File: config.mk
export PLATFORM = sky130hd
export DESIGN_NAME = mole_round_scheduler
export DESIGN_NICKNAME = d
export VERILOG_FILES = /design/src/rtl/mole_round_scheduler.sv
export SDC_FILE = /design/constraint.sdc
export NUM_CORES = 1
export LEC_CHECK = 0
export CAP_MARGIN = 20
export CORE_ASPECT_RATIO = 1.2
export CORE_MARGIN = 2
export CORE_UTILIZATION = 50
export DETAILED_ROUTE_END_ITERATION = 10
export GPL_ROUTABILITY_DRIVEN = 0
export PLACE_DENSITY_LB_ADDON = 0.05
export SYNTH_ARGS = -nofsm -noshare
export SYNTH_HDL_FRONTEND = slang
export SYNTH_SLANG_ARGS = --single-unit
File: constraint.sdc
create_clock -name clk -period 2.19 [get_ports clk]
set_input_delay 0.3285 -clock clk [delete_from_list [all_inputs] [get_ports clk]]
set_output_delay 0.3285 -clock clk [all_outputs]
set_load 0.02 [all_outputs]
File: src/rtl/mole_round_scheduler.sv
// -----------------------------------------------------------------------------
// mole_round_scheduler
//
// Game sequencer for the whack-a-mole datapath. Picks which single mole LED is
// lit, how long it stays up, and whether the player whacked it in time. Emits
// one-clock hit/miss strobes for the score counter and tracks level and lives.
// Everything runs on clk; tick_en qualifies the game-time counters.
//
// Optional build feature (macro MOLE_PENALTY_EN):
//   defined   - a toggle on an unlit switch while a mole is up costs a life
//               (priority: hit > wrong toggle > expiry).
//   undefined - wrong toggles are ignored and no penalty logic exists.
//
// Ports:
//   clk        in   system clock
//   rst        in   asynchronous active-high reset, clears all state
//   tick_en    in   one-clock game tick strobe
//   start      in   level-sensitive start/restart request (debounced)
//   rnd        in   free-running LFSR value, sampled only in SPAWN
//   sw         in   raw asynchronous switches, one per mole
//   mole       out  one-hot lit-mole mask, 0 when no mole is up
//   hit_pulse  out  one-clock strobe per hit
//   miss_pulse out  one-clock strobe per life lost
//   level      out  current level, 1..MAX_LEVEL
//   lives      out  remaining lives
//   busy       out  high while in SPAWN, UP or GAP
//   game_over  out  high while in OVER
//
// NUM_MOLES must be a power of two so the mole index wraps naturally.
// -----------------------------------------------------------------------------
module mole_round_scheduler #(
    parameter int NUM_MOLES     = 8,
    parameter int LIVES         = 3,
    parameter int BASE_UP_TICKS = 8,
    parameter int GAP_TICKS     = 2,
    parameter int LEVEL_STEP    = 10,
    parameter int MAX_LEVEL     = 7
) (
    input  logic                 clk,
    input  logic                 rst,
    input  logic                 tick_en,
    input  logic                 start,
    input  logic [7:0]           rnd,
    input  logic [NUM_MOLES-1:0] sw,
    output logic [NUM_MOLES-1:0] mole,
    output logic                 hit_pulse,
    output logic                 miss_pulse,
    output logic [2:0]           level,
    output logic [1:0]           lives,
    output logic                 busy,
    output logic                 game_over
);

    localparam int IDX_W = $clog2(NUM_MOLES);

    localparam logic [2:0] LEVEL_ONE_C = 3'd1;
    localparam logic [2:0] MAX_LEVEL_C = 3'(MAX_LEVEL);
    localparam logic [1:0] LIVES_C     = 2'(LIVES);
    localparam logic [7:0] BASE_UP_C   = 8'(BASE_UP_TICKS);
    localparam logic [7:0] GAP_C       = 8'(GAP_TICKS);
    localparam logic [7:0] HIT_LAST_C  = 8'(LEVEL_STEP - 1);

    typedef enum logic [2:0] {
        ST_IDLE  = 3'd0,
        ST_SPAWN = 3'd1,
        ST_UP    = 3'd2,
        ST_GAP   = 3'd3,
        ST_OVER  = 3'd4
    } state_t;

    state_t               state_q, state_d;
    logic [NUM_MOLES-1:0] sync1_q, sync2_q, prev_q;
    logic [NUM_MOLES-1:0] mole_q, mole_d;
    logic                 hit_q, hit_d;
    logic                 miss_q, miss_d;
    logic [2:0]           level_q, level_d;
    logic [1:0]           lives_q, lives_d;
    logic                 busy_q, busy_d;
    logic                 game_over_q, game_over_d;
    logic [IDX_W-1:0]     last_idx_q, last_idx_d;
    logic [7:0]           hit_cnt_q, hit_cnt_d;
    logic [7:0]           up_cnt_q, up_cnt_d;
    logic [7:0]           gap_cnt_q, gap_cnt_d;

    logic [NUM_MOLES-1:0] tog_s;
    logic [IDX_W-1:0]     raw_idx_s, spawn_idx_s;
    logic                 hit_s, expire_s, lose_s;
    logic                 unused_rnd_s;

    // One-hot mask with only bit idx set.
    function automatic logic [NUM_MOLES-1:0] onehot(input logic [IDX_W-1:0] idx);
        logic [NUM_MOLES-1:0] v;
        v      = {NUM_MOLES{1'b0}};
        v[idx] = 1'b1;
        return v;
    endfunction

    // Up window shrinks by one tick per level but never drops below one tick.
    function automatic logic [7:0] up_window(input logic [2:0] lvl);
        logic [7:0] off;
        off = {5'b00000, lvl} - 8'd1;
        if (off >= BASE_UP_C) begin
            return 8'd1;
        end else begin
            return BASE_UP_C - off;
        end
    endfunction

    // Only the low index bits of the random source are needed.
    assign unused_rnd_s = ^rnd[7:IDX_W];

    // Two-flop synchronizer followed by the previous-value register used for
    // edge detection; every bit change in either direction is a whack.
    always_ff @(posedge clk or posedge rst) begin
        if (rst) begin
            sync1_q <= {NUM_MOLES{1'b0}};
            sync2_q <= {NUM_MOLES{1'b0}};
            prev_q  <= {NUM_MOLES{1'b0}};
        end else begin
            sync1_q <= sw;
            sync2_q <= sync1_q;
            prev_q  <= sync2_q;
        end
    end

    assign tog_s     = sync2_q ^ prev_q;
    assign raw_idx_s = rnd[IDX_W-1:0];
    // Never light the same mole twice in a row: bump to the next one (wraps).
    assign spawn_idx_s = (raw_idx_s == last_idx_q) ?
                         (raw_idx_s + {{(IDX_W-1){1'b0}}, 1'b1}) : raw_idx_s;

    assign hit_s    = |(tog_s & mole_q);
    assign expire_s = tick_en && (up_cnt_q <= 8'd1);

`ifdef MOLE_PENALTY_EN
    logic wrong_s;
    assign wrong_s = |(tog_s & ~mole_q);
    // A hit always wins; otherwise a wrong toggle or an expiry costs a life.
    assign lose_s  = !hit_s && (wrong_s || expire_s);
`else
    // A hit always wins over an expiry landing in the same clock.
    assign lose_s  = !hit_s && expire_s;
`endif

    // Next-state and next-output logic of the game sequencer.
    always_comb begin
        state_d    = state_q;
        mole_d     = mole_q;
        hit_d      = 1'b0;
        miss_d     = 1'b0;
        level_d    = level_q;
        lives_d    = lives_q;
        last_idx_d = last_idx_q;
        hit_cnt_d  = hit_cnt_q;
        up_cnt_d   = up_cnt_q;
        gap_cnt_d  = gap_cnt_q;

        case (state_q)
            ST_IDLE, ST_OVER: begin
                mole_d = {NUM_MOLES{1'b0}};
                if (start) begin
                    lives_d   = LIVES_C;
                    level_d   = LEVEL_ONE_C;
                    hit_cnt_d = 8'd0;
                    state_d   = ST_SPAWN;
                end else begin
                    state_d   = state_q;
                end
            end

            ST_SPAWN: begin
                mole_d     = onehot(spawn_idx_s);
                last_idx_d = spawn_idx_s;
                up_cnt_d   = up_window(level_q);
                state_d    = ST_UP;
            end

            ST_UP: begin
                if (hit_s) begin
                    hit_d     = 1'b1;
                    mole_d    = {NUM_MOLES{1'b0}};
                    gap_cnt_d = GAP_C;
                    state_d   = ST_GAP;
                    // Every LEVEL_STEP-th hit advances the level; the hit
                    // counter still wraps once the level has saturated.
                    if (hit_cnt_q >= HIT_LAST_C) begin
                        hit_cnt_d = 8'd0;
                        if (level_q >= MAX_LEVEL_C) begin
                            level_d = MAX_LEVEL_C;
                        end else begin
                            level_d = level_q + 3'd1;
                        end
                    end else begin
                        hit_cnt_d = hit_cnt_q + 8'd1;
                    end
                end else if (lose_s) begin
                    miss_d  = 1'b1;
                    mole_d  = {NUM_MOLES{1'b0}};
                    lives_d = (lives_q == 2'd0) ? 2'd0 : (lives_q - 2'd1);
                    if (lives_q <= 2'd1) begin
                        state_d = ST_OVER;
                    end else begin
                        gap_cnt_d = GAP_C;
                        state_d   = ST_GAP;
                    end
                end else if (tick_en) begin
                    up_cnt_d = up_cnt_q - 8'd1;
                end else begin
                    up_cnt_d = up_cnt_q;
                end
            end

            ST_GAP: begin
                mole_d = {NUM_MOLES{1'b0}};
                if (gap_cnt_q == 8'd0) begin
                    state_d = ST_SPAWN;
                end else if (tick_en) begin
                    if (gap_cnt_q == 8'd1) begin
                        state_d = ST_SPAWN;
                    end else begin
                        gap_cnt_d = gap_cnt_q - 8'd1;
                    end
                end else begin
                    gap_cnt_d = gap_cnt_q;
                end
            end

            default: begin
                mole_d  = {NUM_MOLES{1'b0}};
                state_d = ST_IDLE;
            end
        endcase

        busy_d      = (state_d == ST_SPAWN) || (state_d == ST_UP) || (state_d == ST_GAP);
        game_over_d = (state_d == ST_OVER);
    end

    // State and output registers.
    always_ff @(posedge clk or posedge rst) begin
        if (rst) begin
            state_q     <= ST_IDLE;
            mole_q      <= {NUM_MOLES{1'b0}};
            hit_q       <= 1'b0;
            miss_q      <= 1'b0;
            level_q     <= LEVEL_ONE_C;
            lives_q     <= LIVES_C;
            busy_q      <= 1'b0;
            game_over_q <= 1'b0;
            last_idx_q  <= {IDX_W{1'b0}};
            hit_cnt_q   <= 8'd0;
            up_cnt_q    <= 8'd0;
            gap_cnt_q   <= 8'd0;
        end else begin
            state_q     <= state_d;
            mole_q      <= mole_d;
            hit_q       <= hit_d;
            miss_q      <= miss_d;
            level_q     <= level_d;
            lives_q     <= lives_d;
            busy_q      <= busy_d;
            game_over_q <= game_over_d;
            last_idx_q  <= last_idx_d;
            hit_cnt_q   <= hit_cnt_d;
            up_cnt_q    <= up_cnt_d;
            gap_cnt_q   <= gap_cnt_d;
        end
    end

    assign mole       = mole_q;
    assign hit_pulse  = hit_q;
    assign miss_pulse = miss_q;
    assign level      = level_q;
    assign lives      = lives_q;
    assign busy       = busy_q;
    assign game_over  = game_over_q;

endmodule

# After elaboration in Yosys (flattened, before gate mapping)
# Cells that the tools add are included.
# classes
add_sub_neg,8
magnitude_cmp,7
eq_ne,22
mux,45
bitwise_logic,2
reduce_logical,19
# op_table
cell,n
$mux W8,15
$pmux W8 S2,4
$mux W3,12
$ne A2 B2 Y1 const B,10
$ge A8 B4 Y1 const B,2
$sub A8 B1 Y8 const B,2
$eq A3 B2 Y1 const B,4
$pmux W3 S4,1
$reduce_and A4 Y1,3
$add A8 B1 Y8 const B,1
$and A8 B8 Y8,1
$eq A8 B1 Y1 const B,1
$le A8 B1 Y1 const B,1
$logic_not A8 Y1,1
$mux W2,4
$reduce_or A8 Y1,1
$xor A8 B8 Y8,1
$add A3 B1 Y3 const B,2
$eq A3 B1 Y1 const B,2
$eq A3 B3 Y1 const B,2
$mux W1,6
$ne A3 B3 Y1 const B,2
$pmux W3 S2,1
$reduce_and A6 Y1,1
18 further kinds,23
# totals
regBits,71
input_bits,20
out_inout_bits,17
wordCells,118

# Longest topological paths before layout
# Gate-level depths: netlist of run 1.
# logic_depth
word_depth,11
ltp_mapped,8
ltp_nobuf,8

# Least setup slack after synthesis of run 1
# OpenSTA, ideal clock, no wires.
# synth_path
path_type,flip-flop to flip-flop
startpoint,reg gap_cnt_q[3]
endpoint,"reg busy_q, in the netlist busy"
setup_time_ns,0.131
arrival_ns,1.922
required_time_ns,2.059
path_slack_ns,0.136
path_stages_with_launch,5
path_buffers,0
synth_period_minus_slack_ns,2.054
cell_sequence,dfrtp_1 or4_1 or3_1 a211o_1 or3_1
# synth_via
elab_chain_len,8
elab_cells_between_ends,11
classes_between,eq/ne (4); mux (4); reduce/logical (3)
# synth_rtl
element,line,rtl
"start, declared",83,"logic [7:0] gap_cnt_q, gap_cnt_d;"
"start signal, assigned",265,gap_cnt_q <= gap_cnt_d;
$eq A8 B1 Y1,218,if (gap_cnt_q == 8'd1) begin
$mux W3,218,
$mux W3,217,end else if (tick_en) begin
$mux W3 *,215,if (gap_cnt_q == 8'd0) begin
$pmux W3 S4 *,158,case (state_q)
named net state_d[1],71,"state_t state_q, state_d;"
$eq A3 B1 Y1 or $eq A3 B2 Y1 (tied branches),234,busy_d = (state_d == ST_SPAWN) || (state_d == ST_UP) || (state_d == ST_GAP);
$logic_or A1 B1 Y1,234,
$logic_or A1 B1 Y1 *,234,
named net busy_d,78,"logic busy_q, busy_d;"
"end signal, assigned",260,busy_q <= busy_d;
"end, declared",78,
# Mark *: on every way through the listed nets, which the timed path passes. The rest lies on a longest branch.
# A chain may end at the register's enable or synchronous reset.

# Final worst setup path of run 1
# Same ends and word-level chain as after synthesis.

==> metrics.txt, run 1 <==
# TYPE chip_impl_metric gauge
chip_impl_metric{name="core",unit="µm²"} 6406
chip_impl_metric{name="clock_insertion_delay_worst_skew",unit="ns"} 0.34
chip_impl_metric{name="synthDominantCellAreaShare",unit=""} 0.5177
chip_impl_metric{name="synth_edf_count",unit=""} 0
chip_impl_metric{name="h-tree-depth",unit=""} 3
chip_impl_metric{name="max-slew-margin-rel",unit=""} 0.6777
chip_impl_info{name="final_common_cell",value="sky130_fd_sc_hd__dfrtp_1"} 1
chip_impl_metric{name="post_route_antenna_net_violation_count",unit=""} 0
chip_impl_metric{name="async_flop_share",unit=""} 1.000
chip_impl_info{name="synthTopCellsByArea",value="sky130_fd_sc_hd__dfrtp_1, sky130_fd_sc_hd__ha_1, sky130_fd_sc_hd__nand2_1"} 1
chip_impl_metric{name="dieArea",unit="µm²"} 7241
chip_impl_metric{name="synthesis.yosys.warnings",unit=""} 0
chip_impl_metric{name="cts_buffer_depth",unit=""} 2
chip_impl_info{name="synth_top_area_cell",value="sky130_fd_sc_hd__dfrtp_1"} 1
chip_impl_metric{name="number_of_antenna_violations_at_the_first_check_in_global_routing",unit=""} 0
chip_impl_metric{name="synth_fp_nets",unit=""} 339
chip_impl_metric{name="critical_path.max_fanout",unit=""} 4
chip_impl_metric{name="reg2regPathDepth",unit=""} 4
chip_impl_info{name="sort_of_element_at_the_start_of_the_critical_path",value="flop"} 1
chip_impl_info{name="crit_type",value="flop to flop"} 1
chip_impl_metric{name="final.setup_skew",unit="ns"} 0.009693
chip_impl_metric{name="grt_overflow",unit=""} 0
chip_impl_metric{name="groute.usage.overall",unit=""} 0.1923
chip_impl_info{name="synth_ff_type",value="sky130_fd_sc_hd__dfrtp_1"} 1
chip_impl_metric{name="grt_pass1_wl",unit="mm"} 10.84
chip_impl_metric{name="fin_hold_ws",unit="ns"} 0.2862
chip_impl_info{name="min_path_type",value="input port to async pin"} 1
chip_impl_metric{name="final_number_of_setup_violating_endpoints",unit=""} 0
chip_impl_metric{name="power_leakage",unit="nW"} 1.816
chip_impl_metric{name="synth.yosys.seq_area_share",unit=""} 0.5417
chip_impl_metric{name="port-buffer-count",unit=""} 31
chip_impl_metric{name="fin_util",unit=""} 0.6322
chip_impl_metric{name="floorplan.initialDensity",unit=""} 0.5131
chip_impl_metric{name="synth_cells",unit=""} 307
chip_impl_metric{name="synth.lib_cells_used.distinct",unit=""} 50
chip_impl_metric{name="detailed_place_hpwl",unit="mm"} 4.535
chip_impl_info{name="critPathLaunch",value="gap_cnt_q[3]$_DFFE_PP0P_"} 1
chip_impl_metric{name="dieHeight",unit="µm"} 92.82
chip_impl_info{name="tritoncts",value="done"} 1
chip_impl_metric{name="maxCapViolations",unit=""} 0
chip_impl_metric{name="total_number_of_vias",unit=""} 2448
chip_impl_metric{name="die-width",unit="µm"} 78.02
chip_impl_metric{name="worst_setup_hold_path_clk_slew",unit="ns"} 0.08
chip_impl_metric{name="starting_drc_count_in_detailed_routing",unit=""} 129
chip_impl_metric{name="placed_cells_incl_taps",unit=""} 437
chip_impl_metric{name="critical_path_required",unit="ns"} 2.41
chip_impl_metric{name="antenna-diode-count",unit=""} 0
chip_impl_metric{name="postSynthAreaPerCell",unit="µm²"} 10.71
chip_impl_metric{name="reg2reg_setup_slack",unit="ns"} 0.09
chip_impl_metric{name="peakVddDrop",unit="V"} 0.0004625
chip_impl_info{name="startpoint_of_the_worst_slack_reg_to_reg_timing_path",value="gap_cnt_q[3]$_DFFE_PP0P_"} 1
chip_impl_metric{name="numClockSinks",unit=""} 71
chip_impl_metric{name="largest_net_degree_at_the_start_of_global_routing",unit=""} 34
chip_impl_info{name="worstSetupEndpoint",value="busy$_DFF_PP0_"} 1
chip_impl_metric{name="totalWireLength",unit="mm"} 6.337
chip_impl_metric{name="total_i_o_pin_count",unit=""} 37
chip_impl_metric{name="cp_data_arrival_time",unit="ns"} 2.32
chip_impl_metric{name="numCtsBuffers",unit=""} 9
chip_impl_metric{name="fin_setup_tns",unit="ns"} 0
chip_impl_metric{name="number_of_global_route_vias_before_repair",unit=""} 2367
chip_impl_metric{name="final_cell_count_no_fill",unit=""} 452
chip_impl_metric{name="power_density",unit="nW/µm²"} 1187
chip_impl_metric{name="synth-seq-cells",unit=""} 71
chip_impl_metric{name="finish.net_count",unit=""} 395
chip_impl_metric{name="routed_wire_length_per_instance",unit="µm"} 14.02
chip_impl_metric{name="rows",unit=""} 32
chip_impl_metric{name="drive_gt1_frac",unit=""} 0.1281
chip_impl_info{name="ctsRootBufferMaster",value="sky130_fd_sc_hd__clkbuf_8"} 1
chip_impl_info{name="status",value="complete, no violations"} 1
chip_impl_metric{name="report.final.hold_viol_count",unit=""} 0
chip_impl_metric{name="max_clock_freq",unit="MHz"} 476.4
chip_impl_metric{name="first_pass_iters",unit=""} 4
chip_impl_metric{name="synthesis.area",unit="µm²"} 3287
chip_impl_metric{name="layout_overhead_on_the_synthesized_area",unit="%"} 23.22
chip_impl_metric{name="total_power",unit="mW"} 4.809
chip_impl_info{name="critical_path_end_type",value="flop"} 1
chip_impl_info{name="regToRegEndpoint",value="busy$_DFF_PP0_"} 1
chip_impl_metric{name="viasPerCell",unit=""} 5.416
chip_impl_metric{name="drc",unit=""} 0
chip_impl_metric{name="period_share",unit=""} 0.9586
chip_impl_metric{name="max_slew.worst_pin.slew",unit="ns"} 0.4798
chip_impl_metric{name="finalWorstPathRequiredPeriod",unit="ns"} 2.099
chip_impl_info{name="most_frequent_cells_in_the_layout",value="sky130_fd_sc_hd__dfrtp_1, sky130_fd_sc_hd__clkdlybuf4s50_1, sky130_fd_sc_hd__nand2_1"} 1
chip_impl_info{name="rsz0062_at_grt",value="false"} 1
chip_impl_metric{name="final_max_slew_viol_count",unit=""} 0
chip_impl_metric{name="holdBufCountCts",unit=""} 0
stage by stage:
stage / setup slack (ns) / cell area, µm²
floorplan: 0.06990 / 3287
global placement: 0.01673 / 3851
detailed placement: -0.01503 / 3851
CTS: 0.08553 / 4049
global route: 0.006157 / 4050
finish: 0.09075 / 4050
how the worst min path moves through the flow:
stage,from,end,depth (start not counted)
2_1_floorplan,sync1_q[0]$_DFF_PP0_,sync2_q[0]$_DFF_PP0_,0
3_3_place_gp,sync1_q[3]$_DFF_PP0_,sync2_q[3]$_DFF_PP0_,0
3_5_place_dp,sync1_q[3]$_DFF_PP0_,sync2_q[3]$_DFF_PP0_,0
4_1_cts,rst,mole[2]$_DFFE_PP0N_,2
5_1_grt,rst,mole[2]$_DFFE_PP0N_,2
6_report,rst,mole[2]$_DFFE_PP0N_,2
synth_stat cells, drive strengths merged, types with 4 or more instances:
master  instances
dfrtp          68
xor2           11
ha             12
o21a            6
a22o            4
nand2          30
o21ai          15
inv            18
xnor2           9
clkbuf          5
nor2           25
nor3            7
nand3           6
or4             4
a21oi          14
o22a            4
nand2b          4
a31oi           7
a22oi           5
or3             6
cell type report:
cell class,instances,area (µm²)
fill,532,2356
clock inverter,3,42.54
sequential,71,1780
timing repair buffer,52,493.0
clock buffer,12,155.1
tap,85,106.4
inverter,18,67.56
multi-input combinational,211,1405
power by group:
part | internal (mW) | switching, mW | total (mW) | leakage (nW)
Combinational | 0.871 | 1.06 | 1.93 | 0.825
Clock | 0.580 | 0.455 | 1.03 | 0.0985
Sequential | 1.59 | 0.254 | 1.84 | 0.892
registers in the layout, summed over array words and instances, names as in the netlist:
register    cells
busy            1
game_over       1
gap_cnt_q       8
hit_cnt_q       8
hit_pulse       1
last_idx_q      3
level           3
lives           2
miss_pulse      1
mole            8
prev_q          8
state_q         3
sync1_q         8
sync2_q         8
up_cnt_q        8
critical path, stage by stage (launching register included):
cell	delay, ns
sky130_fd_sc_hd__dfrtp_1	0.38
sky130_fd_sc_hd__or4_1	0.60
sky130_fd_sc_hd__or3_1	0.40
sky130_fd_sc_hd__a211o_1	0.30
sky130_fd_sc_hd__or3_1	0.30
metal layers:
layer | vias to the layer above | track usage | part of all wire
met4 | 0 | 0.09064 | 0.020
met1 | 1180 | 0.2540 | 0.45
met5 | - | 0 | 0
met2 | 46 | 0.3060 | 0.49
met3 | 11 | 0.03704 | 0.032
li1 | 1211 | - | -
repair_timing:
action | in CTS | in global routing
endpoints found under the setup margin | 0 | 2
buffers inserted | 0 | 0
gates resized for setup | 0 | 1
kinds of logic (layout without fill, tap and decap cells):
group | count (synthesis) | after routing | share of synthesized area
buf+inv | 25 | 85 | 0.03121
fa+ha+maj | 12 | 12 | 0.04568
xor+xnor | 20 | 20 | 0.05329
mux | 2 | 2 | 0.006471
flops | 71 | 71 | 0.5417
compound gates | 79 | 79 | 0.1682
simple gates | 98 | 98 | 0.1534
Power figures use the tool's default switching activity.
==> run 2: changes to the inputs <==
--- a/config.mk
+++ b/config.mk
@@ -7,11 +7,11 @@
 export LEC_CHECK = 0
 export CAP_MARGIN = 20
 export CORE_ASPECT_RATIO = 1.2
-export CORE_MARGIN = 2
 export CORE_UTILIZATION = 50
 export DETAILED_ROUTE_END_ITERATION = 10
 export GPL_ROUTABILITY_DRIVEN = 0
 export PLACE_DENSITY_LB_ADDON = 0.05
+export REMOVE_ABC_BUFFERS = 1
 export SYNTH_ARGS = -nofsm -noshare
 export SYNTH_HDL_FRONTEND = slang
 export SYNTH_SLANG_ARGS = --single-unit
==> metrics.txt, run 2 (synthesis results as in run 1) <==
# TYPE chip_impl_metric gauge
chip_impl_info{name="status",value="complete, no violations"} 1
chip_impl_metric{name="starting_drc_count_in_detailed_routing",unit=""} 152
chip_impl_metric{name="total_power",unit="mW"} 4.788
chip_impl_info{name="ctsRootBufferMaster",value="sky130_fd_sc_hd__clkbuf_8"} 1
chip_impl_metric{name="first_pass_iters",unit=""} 4
chip_impl_metric{name="core",unit="µm²"} 6406
chip_impl_metric{name="cp_data_arrival_time",unit="ns"} 2.30
chip_impl_metric{name="layout_overhead_on_the_synthesized_area",unit="%"} 21.74
chip_impl_metric{name="cts_buffer_depth",unit=""} 2
chip_impl_metric{name="routed_wire_length_per_instance",unit="µm"} 13.63
chip_impl_metric{name="floorplan.initialDensity",unit=""} 0.5131
chip_impl_metric{name="clock_insertion_delay_worst_skew",unit="ns"} 0.34
chip_impl_metric{name="dieHeight",unit="µm"} 90.82
chip_impl_metric{name="groute.usage.overall",unit=""} 0.1999
chip_impl_metric{name="fin_setup_tns",unit="ns"} 0
chip_impl_metric{name="period_share",unit=""} 0.9507
chip_impl_info{name="final_common_cell",value="sky130_fd_sc_hd__dfrtp_1"} 1
chip_impl_metric{name="h-tree-depth",unit=""} 3
chip_impl_metric{name="dieArea",unit="µm²"} 6903
chip_impl_metric{name="largest_net_degree_at_the_start_of_global_routing",unit=""} 72
chip_impl_metric{name="numCtsBuffers",unit=""} 9
chip_impl_metric{name="antenna-diode-count",unit=""} 0
chip_impl_metric{name="grt_overflow",unit=""} 0
chip_impl_metric{name="max_slew.worst_pin.slew",unit="ns"} 0.4582
chip_impl_info{name="sort_of_element_at_the_start_of_the_critical_path",value="flop"} 1
chip_impl_metric{name="final_max_slew_viol_count",unit=""} 0
chip_impl_metric{name="total_number_of_vias",unit=""} 2412
chip_impl_metric{name="critical_path_required",unit="ns"} 2.41
chip_impl_metric{name="peakVddDrop",unit="V"} 0.0005197
chip_impl_metric{name="maxCapViolations",unit=""} 0
chip_impl_metric{name="power_density",unit="nW/µm²"} 1197
chip_impl_info{name="rsz0062_at_grt",value="false"} 1
chip_impl_info{name="min_path_type",value="flop to flop"} 1
chip_impl_metric{name="die-width",unit="µm"} 76.02
chip_impl_metric{name="holdBufCountCts",unit=""} 0
chip_impl_metric{name="numClockSinks",unit=""} 71
chip_impl_metric{name="port-buffer-count",unit=""} 31
chip_impl_info{name="tritoncts",value="done"} 1
chip_impl_metric{name="finish.net_count",unit=""} 390
chip_impl_info{name="crit_type",value="flop to flop"} 1
chip_impl_metric{name="totalWireLength",unit="mm"} 6.106
chip_impl_metric{name="detailed_place_hpwl",unit="mm"} 4.323
chip_impl_metric{name="number_of_antenna_violations_at_the_first_check_in_global_routing",unit=""} 0
chip_impl_metric{name="viasPerCell",unit=""} 5.384
chip_impl_metric{name="max-slew-margin-rel",unit=""} 0.6934
chip_impl_metric{name="finalWorstPathRequiredPeriod",unit="ns"} 2.082
chip_impl_metric{name="final.setup_skew",unit="ns"} 0.01787
chip_impl_metric{name="drc",unit=""} 0
chip_impl_metric{name="rows",unit=""} 32
chip_impl_metric{name="total_i_o_pin_count",unit=""} 37
chip_impl_metric{name="number_of_global_route_vias_before_repair",unit=""} 2389
chip_impl_metric{name="drive_gt1_frac",unit=""} 0.1212
chip_impl_metric{name="critical_path.max_fanout",unit=""} 5
chip_impl_metric{name="report.final.hold_viol_count",unit=""} 0
chip_impl_info{name="most_frequent_cells_in_the_layout",value="sky130_fd_sc_hd__dfrtp_1, sky130_fd_sc_hd__clkdlybuf4s50_1, sky130_fd_sc_hd__nand2_1"} 1
chip_impl_metric{name="power_leakage",unit="nW"} 1.789
chip_impl_metric{name="max_clock_freq",unit="MHz"} 480.3
chip_impl_info{name="critical_path_end_type",value="flop"} 1
chip_impl_metric{name="final_number_of_setup_violating_endpoints",unit=""} 0
chip_impl_metric{name="worst_setup_hold_path_clk_slew",unit="ns"} 0.07
chip_impl_metric{name="grt_pass1_wl",unit="mm"} 10.86
chip_impl_metric{name="fin_util",unit=""} 0.6246
chip_impl_metric{name="post_route_antenna_net_violation_count",unit=""} 0
run 2: cell types whose count changed in the layout (fill, tap and decap cells not counted):
cell	before	now
sky130_fd_sc_hd__and4_1	1	0
sky130_fd_sc_hd__inv_6	0	2
sky130_fd_sc_hd__and4_4	0	1
sky130_fd_sc_hd__clkbuf_8	11	9
sky130_fd_sc_hd__clkinv_4	0	1
sky130_fd_sc_hd__buf_12	2	1
sky130_fd_sc_hd__buf_4	19	15
run 2: final cells by class:
type                       instances  area, µm²
multi-input combinational        211       1408
clock inverter                     6      68.82
inverter                          18      67.56
clock buffer                      10      127.6
fill                             555       2405
timing repair buffer              47      442.9
sequential                        71       1780
tap                               85      106.4
run 2: critical path, cell delays in order (launching register included):
cell and delay [ns]:
sky130_fd_sc_hd__dfrtp_1 0.41, sky130_fd_sc_hd__or4_1 0.55, sky130_fd_sc_hd__buf_4 0.17, sky130_fd_sc_hd__o31a_1 0.28
sky130_fd_sc_hd__nor4b_1 0.14, sky130_fd_sc_hd__buf_4 0.15, sky130_fd_sc_hd__nand2b_1 0.08, sky130_fd_sc_hd__xor2_1 0.15
sky130_fd_sc_hd__nor2_1 0.06
run 2: path summary, 6_finish.rpt:
check | cells after the start | to | slack (ns) | from
min in group asynchronous | 3 | sync1_q[7]$_DFF_PP0_ | 0.37 | rst
setup / recovery | 8 | gap_cnt_q[7]$_DFFE_PP0P_ | 0.11 | gap_cnt_q[4]$_DFFE_PP0P_
setup reg to reg | 8 | gap_cnt_q[7]$_DFFE_PP0P_ | 0.11 | gap_cnt_q[4]$_DFFE_PP0P_
hold / removal | 0 | sync2_q[3]$_DFF_PP0_ | 0.35 | sync1_q[3]$_DFF_PP0_
hold reg to reg | 0 | sync2_q[3]$_DFF_PP0_ | 0.35 | sync1_q[3]$_DFF_PP0_
max in group asynchronous | 3 | level[0]$_DFFE_PP1P_ | 1.48 | rst
run 2: where the power goes:
part	internal, mW	leakage, nW	switching [mW]
clock network	0.534	0.0973	0.492
registers	1.59	0.892	0.274
logic	0.872	0.800	1.03
run 2: routing by layer:
metal / vias to the layer above / routed length [µm] / GRT usage
li1: 1201 / - / -
met3: 8 / 179 / 0.04646
met1: 1165 / 2920 / 0.2590
met5: - / 0 / 0
met4: 0 / 106 / 0.09455
met2: 38 / 2900 / 0.3174
run 2: stage by stage:
stage / hold slack (ns) / cell area, µm² / instances / worst slack (ns)
floorplan: 0.3312 / 3252 / 300 / 0.06990
global placement: 0.3320 / 3801 / 432 / -0.01324
detailed placement: 0.3347 / 3801 / 432 / -0.04269
CTS: 0.3519 / 3998 / 448 / 0.05916
global route: 0.3588 / 4001 / 448 / 0.003199
finish: 0.3494 / 4001 / 448 / 0.1079
run 2: timing repair:
action	4_1_cts	5_1_grt
resized for setup	0	3
setup endpoints to repair	0	4
setup buffers	0	0
==> run 3: changes to the inputs <==
--- a/config.mk
+++ b/config.mk
@@ -5,7 +5,6 @@
 export SDC_FILE = /design/constraint.sdc
 export NUM_CORES = 1
 export LEC_CHECK = 0
-export CAP_MARGIN = 20
 export CORE_ASPECT_RATIO = 1.2
 export CORE_UTILIZATION = 50
 export DETAILED_ROUTE_END_ITERATION = 10
==> results of run 3 <==
Final layout, timing and power as in run 2 (identical DEF).
